===== config.mk =====
export PLATFORM = sky130hd
export DESIGN_NAME = red_pitaya_sys_bus_mux_flat
export DESIGN_NICKNAME = d
export VERILOG_FILES = /design/src/rtl/red_pitaya_sys_bus_mux_if.sv /design/src/rtl/red_pitaya_sys_bus_mux.sv /design/src/flat_wrapper.sv
export SDC_FILE = /design/constraint.sdc
export NUM_CORES = 1
export LEC_CHECK = 0
export ABC_AREA = 0
export BUFFER_PORTS_ARGS = -buffer_cell sky130_fd_sc_hd__buf_2
export CORE_AREA = 2 2 180 182
export DETAILED_ROUTE_END_ITERATION = 7
export DIE_AREA = 0 0 182 184
export SLEW_MARGIN = 25
export SYNTH_ARGS = -nofsm -noshare
export SYNTH_HDL_FRONTEND = slang
export SYNTH_SLANG_ARGS = --single-unit

===== constraint.sdc =====
create_clock -name clk_i -period 4.4 [get_ports clk_i]
set_input_delay 0.22 -clock clk_i [delete_from_list [all_inputs] [get_ports clk_i]]
set_output_delay 0.22 -clock clk_i [all_outputs]
set_load 0.02 [all_outputs]

===== src/rtl/red_pitaya_sys_bus_mux_if.sv =====
// ---------------------------------------------------------------------------
// red_pitaya_sys_bus_mux_if
//
// Bundles the signals of a single-master to multi-slave system bus.
// The interconnect sits between one bus master (the CPU) and NS register
// slaves.
//
//   m_*_i  : request from the CPU (address, write data, byte select, strobes)
//   m_*_o  : response to the CPU (read data, error, acknowledge)
//   s_*_o  : request fanned out to the slaves (shared addr/data/sel, one-hot
//            per-slave strobes)
//   s_*_i  : per-slave responses (read data packed 32 bits per slave)
//
// Modports:
//   master : view of the interconnect, which masters the slave ports and
//            answers the CPU.
//   slave  : view of the surroundings (CPU plus slaves) that drive the
//            interconnect's inputs and observe its outputs.
// ---------------------------------------------------------------------------
interface red_pitaya_sys_bus_mux_if #(
   parameter int NS = 8
);
   logic [31:0]      m_addr_i;
   logic [31:0]      m_wdata_i;
   logic [3:0]       m_sel_i;
   logic             m_wen_i;
   logic             m_ren_i;
   logic [31:0]      m_rdata_o;
   logic             m_err_o;
   logic             m_ack_o;

   logic [31:0]      s_addr_o;
   logic [31:0]      s_wdata_o;
   logic [3:0]       s_sel_o;
   logic [NS-1:0]    s_wen_o;
   logic [NS-1:0]    s_ren_o;
   logic [NS*32-1:0] s_rdata_i;
   logic [NS-1:0]    s_err_i;
   logic [NS-1:0]    s_ack_i;

   modport master (
      input  m_addr_i, m_wdata_i, m_sel_i, m_wen_i, m_ren_i,
      input  s_rdata_i, s_err_i, s_ack_i,
      output m_rdata_o, m_err_o, m_ack_o,
      output s_addr_o, s_wdata_o, s_sel_o, s_wen_o, s_ren_o
   );

   modport slave (
      output m_addr_i, m_wdata_i, m_sel_i, m_wen_i, m_ren_i,
      output s_rdata_i, s_err_i, s_ack_i,
      input  m_rdata_o, m_err_o, m_ack_o,
      input  s_addr_o, s_wdata_o, s_sel_o, s_wen_o, s_ren_o
   );
endinterface


===== src/rtl/red_pitaya_sys_bus_mux.sv =====
// ---------------------------------------------------------------------------
// red_pitaya_sys_bus_mux
//
// Single-master to multi-slave system bus interconnect. Each CPU strobe is
// decoded by address bits [22:20] to one slave, which receives a one-cycle
// registered strobe. The selected slave's read data / error / ack are
// returned to the CPU one cycle after its ack. A timeout counter answers
// with an error when the slave never acknowledges, and addresses that
// select a nonexistent slave are answered with an error immediately.
//
// Parameters:
//   NS  : number of slave ports (1..8)
//   TMO : acknowledge timeout in cycles (1..65535)
// Ports:
//   clk_i : system clock
//   rst_i : synchronous reset, active-high
//   bus   : bus bundle (master modport), see red_pitaya_sys_bus_mux_if
// ---------------------------------------------------------------------------
module red_pitaya_sys_bus_mux #(
   parameter int NS  = 8,
   parameter int TMO = 255
) (
   input  logic                            clk_i,
   input  logic                            rst_i,
   red_pitaya_sys_bus_mux_if.master        bus
);

   localparam logic [15:0] TMO_LAST = 16'(TMO - 1);

   typedef enum logic {IDLE, BUSY} state_t;

   state_t        state_reg, state_next;
   logic [2:0]    idx_reg, idx_next;
   logic [15:0]   cnt_reg, cnt_next;
   logic [31:0]   s_addr_reg, s_addr_next;
   logic [31:0]   s_wdata_reg, s_wdata_next;
   logic [3:0]    s_sel_reg, s_sel_next;
   logic [NS-1:0] s_wen_reg, s_wen_next;
   logic [NS-1:0] s_ren_reg, s_ren_next;
   logic [31:0]   m_rdata_reg, m_rdata_next;
   logic          m_err_reg, m_err_next;
   logic          m_ack_reg, m_ack_next;

   logic          req;
   logic [2:0]    req_idx;
   logic [NS-1:0] req_hit;   // one-hot decode of the incoming address
   logic [NS-1:0] cur_hit;   // one-hot decode of the captured index
   logic          sel_ack;
   logic          sel_err;
   logic [31:0]   sel_rdata;

   assign req     = bus.m_wen_i | bus.m_ren_i;
   assign req_idx = bus.m_addr_i[22:20];

   // Index values >= NS decode to no hit at all, so an all-zero req_hit
   // doubles as the "no such slave" indication.
   generate
      for (genvar gi = 0; gi < NS; gi++) begin : g_decode
         assign req_hit[gi] = (req_idx == 3'(gi));
         assign cur_hit[gi] = (idx_reg == 3'(gi));
      end
   endgenerate

   // Only the slave that was strobed may complete the transaction.
   always_comb begin
      sel_ack   = |(bus.s_ack_i & cur_hit);
      sel_err   = |(bus.s_err_i & cur_hit);
      sel_rdata = '0;
      for (int k = 0; k < NS; k++) begin
         if (cur_hit[k]) begin
            sel_rdata = bus.s_rdata_i[32*k +: 32];
         end
      end
   end

   always_comb begin
      state_next   = state_reg;
      idx_next     = idx_reg;
      cnt_next     = cnt_reg;
      s_addr_next  = s_addr_reg;
      s_wdata_next = s_wdata_reg;
      s_sel_next   = s_sel_reg;
      s_wen_next   = '0;
      s_ren_next   = '0;
      m_rdata_next = m_rdata_reg;
      m_err_next   = 1'b0;
      m_ack_next   = 1'b0;

      case (state_reg)
         IDLE: begin
            if (req) begin
               s_addr_next  = bus.m_addr_i;
               s_wdata_next = bus.m_wdata_i;
               s_sel_next   = bus.m_sel_i;
               idx_next     = req_idx;
               if (|req_hit) begin
                  // A simultaneous read and write is treated as a write.
                  s_wen_next = req_hit & {NS{bus.m_wen_i}};
                  s_ren_next = req_hit & {NS{bus.m_ren_i & ~bus.m_wen_i}};
                  cnt_next   = '0;
                  state_next = BUSY;
               end else begin
                  m_ack_next   = 1'b1;
                  m_err_next   = 1'b1;
                  m_rdata_next = '0;
               end
            end
         end
         BUSY: begin
            // Ack is checked first so it wins over a coincident timeout.
            if (sel_ack) begin
               m_ack_next   = 1'b1;
               m_err_next   = sel_err;
               m_rdata_next = sel_rdata;
               state_next   = IDLE;
            end else if (cnt_reg == TMO_LAST) begin
               m_ack_next   = 1'b1;
               m_err_next   = 1'b1;
               m_rdata_next = '0;
               state_next   = IDLE;
            end else begin
               cnt_next = cnt_reg + 16'd1;
            end
         end
         default: state_next = IDLE;
      endcase
   end

   always_ff @(posedge clk_i) begin
      if (rst_i) begin
         state_reg   <= IDLE;
         idx_reg     <= '0;
         cnt_reg     <= '0;
         s_addr_reg  <= '0;
         s_wdata_reg <= '0;
         s_sel_reg   <= '0;
         s_wen_reg   <= '0;
         s_ren_reg   <= '0;
         m_rdata_reg <= '0;
         m_err_reg   <= 1'b0;
         m_ack_reg   <= 1'b0;
      end else begin
         state_reg   <= state_next;
         idx_reg     <= idx_next;
         cnt_reg     <= cnt_next;
         s_addr_reg  <= s_addr_next;
         s_wdata_reg <= s_wdata_next;
         s_sel_reg   <= s_sel_next;
         s_wen_reg   <= s_wen_next;
         s_ren_reg   <= s_ren_next;
         m_rdata_reg <= m_rdata_next;
         m_err_reg   <= m_err_next;
         m_ack_reg   <= m_ack_next;
      end
   end

   assign bus.s_addr_o  = s_addr_reg;
   assign bus.s_wdata_o = s_wdata_reg;
   assign bus.s_sel_o   = s_sel_reg;
   assign bus.s_wen_o   = s_wen_reg;
   assign bus.s_ren_o   = s_ren_reg;
   assign bus.m_rdata_o = m_rdata_reg;
   assign bus.m_err_o   = m_err_reg;
   assign bus.m_ack_o   = m_ack_reg;

endmodule


===== src/flat_wrapper.sv =====
// flat-port wrapper written by rule: the top's interface ports become plain ports
module red_pitaya_sys_bus_mux_flat 
#(
   parameter int NS  = 8,
   parameter int TMO = 255
)
  (clk_i, rst_i, bus_m_addr_i, bus_m_wdata_i, bus_m_sel_i, bus_m_wen_i, bus_m_ren_i, bus_s_rdata_i, bus_s_err_i, bus_s_ack_i, bus_m_rdata_o, bus_m_err_o, bus_m_ack_o, bus_s_addr_o, bus_s_wdata_o, bus_s_sel_o, bus_s_wen_o, bus_s_ren_o);
  red_pitaya_sys_bus_mux_if #(.NS(NS)) bus_i ();
  input  logic clk_i;
  input  logic rst_i;
  input wire logic [$bits(bus_i.m_addr_i)-1:0] bus_m_addr_i;
  input wire logic [$bits(bus_i.m_wdata_i)-1:0] bus_m_wdata_i;
  input wire logic [$bits(bus_i.m_sel_i)-1:0] bus_m_sel_i;
  input wire logic [$bits(bus_i.m_wen_i)-1:0] bus_m_wen_i;
  input wire logic [$bits(bus_i.m_ren_i)-1:0] bus_m_ren_i;
  input wire logic [$bits(bus_i.s_rdata_i)-1:0] bus_s_rdata_i;
  input wire logic [$bits(bus_i.s_err_i)-1:0] bus_s_err_i;
  input wire logic [$bits(bus_i.s_ack_i)-1:0] bus_s_ack_i;
  output wire logic [$bits(bus_i.m_rdata_o)-1:0] bus_m_rdata_o;
  output wire logic [$bits(bus_i.m_err_o)-1:0] bus_m_err_o;
  output wire logic [$bits(bus_i.m_ack_o)-1:0] bus_m_ack_o;
  output wire logic [$bits(bus_i.s_addr_o)-1:0] bus_s_addr_o;
  output wire logic [$bits(bus_i.s_wdata_o)-1:0] bus_s_wdata_o;
  output wire logic [$bits(bus_i.s_sel_o)-1:0] bus_s_sel_o;
  output wire logic [$bits(bus_i.s_wen_o)-1:0] bus_s_wen_o;
  output wire logic [$bits(bus_i.s_ren_o)-1:0] bus_s_ren_o;
  assign bus_i.m_addr_i = bus_m_addr_i;
  assign bus_i.m_wdata_i = bus_m_wdata_i;
  assign bus_i.m_sel_i = bus_m_sel_i;
  assign bus_i.m_wen_i = bus_m_wen_i;
  assign bus_i.m_ren_i = bus_m_ren_i;
  assign bus_i.s_rdata_i = bus_s_rdata_i;
  assign bus_i.s_err_i = bus_s_err_i;
  assign bus_i.s_ack_i = bus_s_ack_i;
  assign bus_m_rdata_o = bus_i.m_rdata_o;
  assign bus_m_err_o = bus_i.m_err_o;
  assign bus_m_ack_o = bus_i.m_ack_o;
  assign bus_s_addr_o = bus_i.s_addr_o;
  assign bus_s_wdata_o = bus_i.s_wdata_o;
  assign bus_s_sel_o = bus_i.s_sel_o;
  assign bus_s_wen_o = bus_i.s_wen_o;
  assign bus_s_ren_o = bus_i.s_ren_o;
  red_pitaya_sys_bus_mux #(.NS(NS), .TMO(TMO)) u_core (.clk_i(clk_i), .rst_i(rst_i), .bus(bus_i));
endmodule

==> run summary <==
Status: finished clean
Crit. Startpoint: u_core.bus.s_addr_o[21]
Site row count: 65
Crit path DAT: 3.05 ns
Dpl ws: 1.74 ns
Clock transition at path regs: 0.07 ns
Clock root cell: clkbuf_16
Grt ovf: 0
Final worst slack: 1.67 ns
Final slew viol count: 0
Total Nets Final: 1690
Fin. Hold Viols: 0
Io pins: 462
Final worst-path cycle share: 62.1%
Starting Density: 23.4%
EDFF count, synth: 0
Final WL: 32700 um
Critical Path End: u_core.bus.m_rdata_o[1]
First-iteration detailed-routing DRC count: 512
RSZ-0062 raised after global routing: no
Cts hold-fix bufs: 0
Xor/xnor cell area share of the yosys netlist: 0.239%
CP required: 4.71 ns
Design area: 0.0106 mm^2
CTS resizes: 0
P&R area growth vs syn: 44.0%
Synth Area in Adders: 0.341%
Reg-to-Reg End: u_core.bus.m_rdata_o[1]
Critical-path top delay cell: and2_1
Worst-Skew Late Latency: 0.42 ns
Cells along the critical path: buf_4, and2_1, buf_4, nand2_1, o2111a_1, a21o_1
R2r setup slk: 1.67 ns
HPWL Detailed: 24700 um
H-tree Lvls: 4
Max-Cap Viols: 0
Die span in y: 184 um
Worst-path maximum fanout: 68
Die W: 182 um
Fmax: 366 MHz
Synth Register Bits: 135
Synthesized Nets: 1276
Maximum number of pins on one net before global-route repair: 75
Compound-Gate Fraction of Synth Area: 22.0%
Cts bufs inserted: 17
Share of cells above drive strength 1: 40.6%
Synth cell types: 44
Die area: 0.0335 mm^2
Setup crit end kind: register
Max VDD drop: 0.194 mV
Clk sinks: 135
Tot GR Track Use: 18.3%
LEAKAGE: 0.00508 uW
Count of final setup violators: 0
DR pass1 iterations: 5
Slew @ Worst Pin: 0.958 ns
Setup TNS: 0 ns
Final RePlAce weighted congestion: 0.914
Average vias per placed instance: 4.94
Seq/Total Area, Yosys: 36.8%
Routed Antenna Nets: 0
Predominant post-synthesis flop cell: dfxtp_1
Yosys Warn Count: 0
First-pass GRT wire length: 47400 um
Syn_area_per_cell: 7.89 um^2
Core Footprint: 0.0314 mm^2
Simple-Gate Fraction of Synth Area: 25.2%
Largest family of logic cells by synthesized area: simple AND/OR/NAND/NOR gates
Final min period: 2.73 ns
Crit path kind: register to register
Antenna violations before repair: 13
Fraction of registers with async set/reset: 0%
CP Launch Type: register
CTS tree: done
Worst Hold Class: input port to register
Via count: 8710
Reg2Reg Depth: 6
CTS Buffer Depth: 2
DP Area: 0.00998 mm^2
Slew headroom: 36.1%
WHS: 0.0237 ns
Setup Skew: 0.0105 ns
Reg2reg start: u_core.bus.s_addr_o[21]
Post-CTS setup buffer count: 0
Cell area after synthesis: 0.00734 mm^2
Post-synthesis mux area share: 11.2%
PD cells: 344 mW/mm^2
CP max stage delay: 0.84 ns
Cells after Synth: 930
Remaining DRCs: 0
Vias in the first global route: 8298
WL/cell: 18.5 um
Most used cell, CP: buf_4
I/O Buffers: 461
## layout by cell type (no fill, tap or decap), drive strengths merged, types with 32 or more instances in the layout
| master | n |
|---|---|
| a21o | 32 |
| a21oi | 83 |
| a31oi | 32 |
| buf | 471 |
| dfxtp | 135 |
| mux2 | 34 |
| mux2i | 34 |
| nand2 | 245 |
| nand3b | 33 |
| nor2 | 56 |
| nor2b | 32 |
| o2111a | 32 |
| o221ai | 32 |
## Yosys cell counts (all sizes together) (2+ instances only)
library cell / instances / area (um^2)
a21o: 32 / 240
a21oi: 83 / 419
a31oi: 32 / 200
and4: 2 / 17.5
buf: 20 / 78.8
clkbuf: 56 / 210
dfxtp: 135 / 2700
ha: 2 / 25.0
inv: 5 / 18.8
mux2: 34 / 383
mux2i: 34 / 353
mux4: 4 / 90.1
nand2: 245 / 920
nand2b: 4 / 25.0
nand3: 8 / 40.0
nand3b: 33 / 248
nand4: 4 / 25.0
nor2: 56 / 210
nor2b: 32 / 200
nor3: 8 / 40.0
o2111a: 32 / 360
o21ai: 8 / 40.0
o221ai: 32 / 280
o31ai: 5 / 37.5
or3: 7 / 43.8
or4: 5 / 37.5
## stage by stage
stage | utilization (%) | cells | power [uW]
finish | 33.7 | 1764 | 3630
global route | 33.7 | 1763 | 3820
CTS | 33.6 | 1759 | 3680
detailed placement | 31.8 | 1727 | 2200
global placement | 31.8 | 1727 | 2190
floorplan | - | 930 | 1840
## critical path: cells and delay by family, from the launching register on
| kind | cells | cell delay [ns] |
|---|---|---|
| compound gates | 2 | 0.28 |
| buf+inv | 2 | 0.99 |
| simple gates | 2 | 0.93 |
| flops | 1 | 0.33 |
## final cells by class
type	instances	area (um^2)
Multi-Input combinational cell	714	4360
Inverter	5	18.8
Clock inverter	13	133
Sequential cell	135	2710
Clock buffer	19	443
Fill cell	3393	20800
Timing Repair Buffer	471	2380
Antenna cell	5	12.5
Tap cell	402	503
## where the power goes
group	switching [uW]	internal (uW)	leakage [uW]	total, uW
clock	641	811	0.000282	1450
combinational	501	337	0.00369	838
sequential	48.4	1290	0.00110	1340
## metal layers
| metal | up-vias | global-route usage, % | part of all wire (%) |
|---|---|---|---|
| met4 | 14 | 7.32 | 2.6 |
| met3 | 59 | 6.42 | 9.3 |
| met5 | - | 0 | 0.28 |
| met2 | 443 | 29.7 | 47 |
| met1 | 4049 | 22.2 | 41 |
| li1 | 4145 | - | - |
## kinds of logic after synthesis
logic type | count (synthesis)
AO/OA/AOI/OAI | 228
flip-flops | 135
multiplexers | 72
XOR/XNOR | 2
AND/OR/NAND/NOR | 410
buffers and inverters | 81
adder cells (fa/ha/maj) | 2
## worst min-delay path by stage
stage	start	cells after the start	end	slack, ns
6_report	bus_m_addr_i[18]	3	u_core.bus.s_addr_o[18]	0.02
5_1_grt	bus_m_sel_i[2]	3	u_core.bus.s_sel_o[2]	0.001
4_1_cts	bus_m_wdata_i[10]	3	u_core.bus.s_wdata_o[10]	0.003
3_5_place_dp	u_core.bus.m_rdata_o[13]	1	u_core.bus.m_rdata_o[13]	0.43
3_3_place_gp	u_core.bus.m_rdata_o[20]	1	u_core.bus.m_rdata_o[20]	0.43
2_1_floorplan	bus_m_addr_i[21]	1	u_core.bus.s_ren_o[0]	0.30
Note: power is estimated with default switching activity, not from simulation.
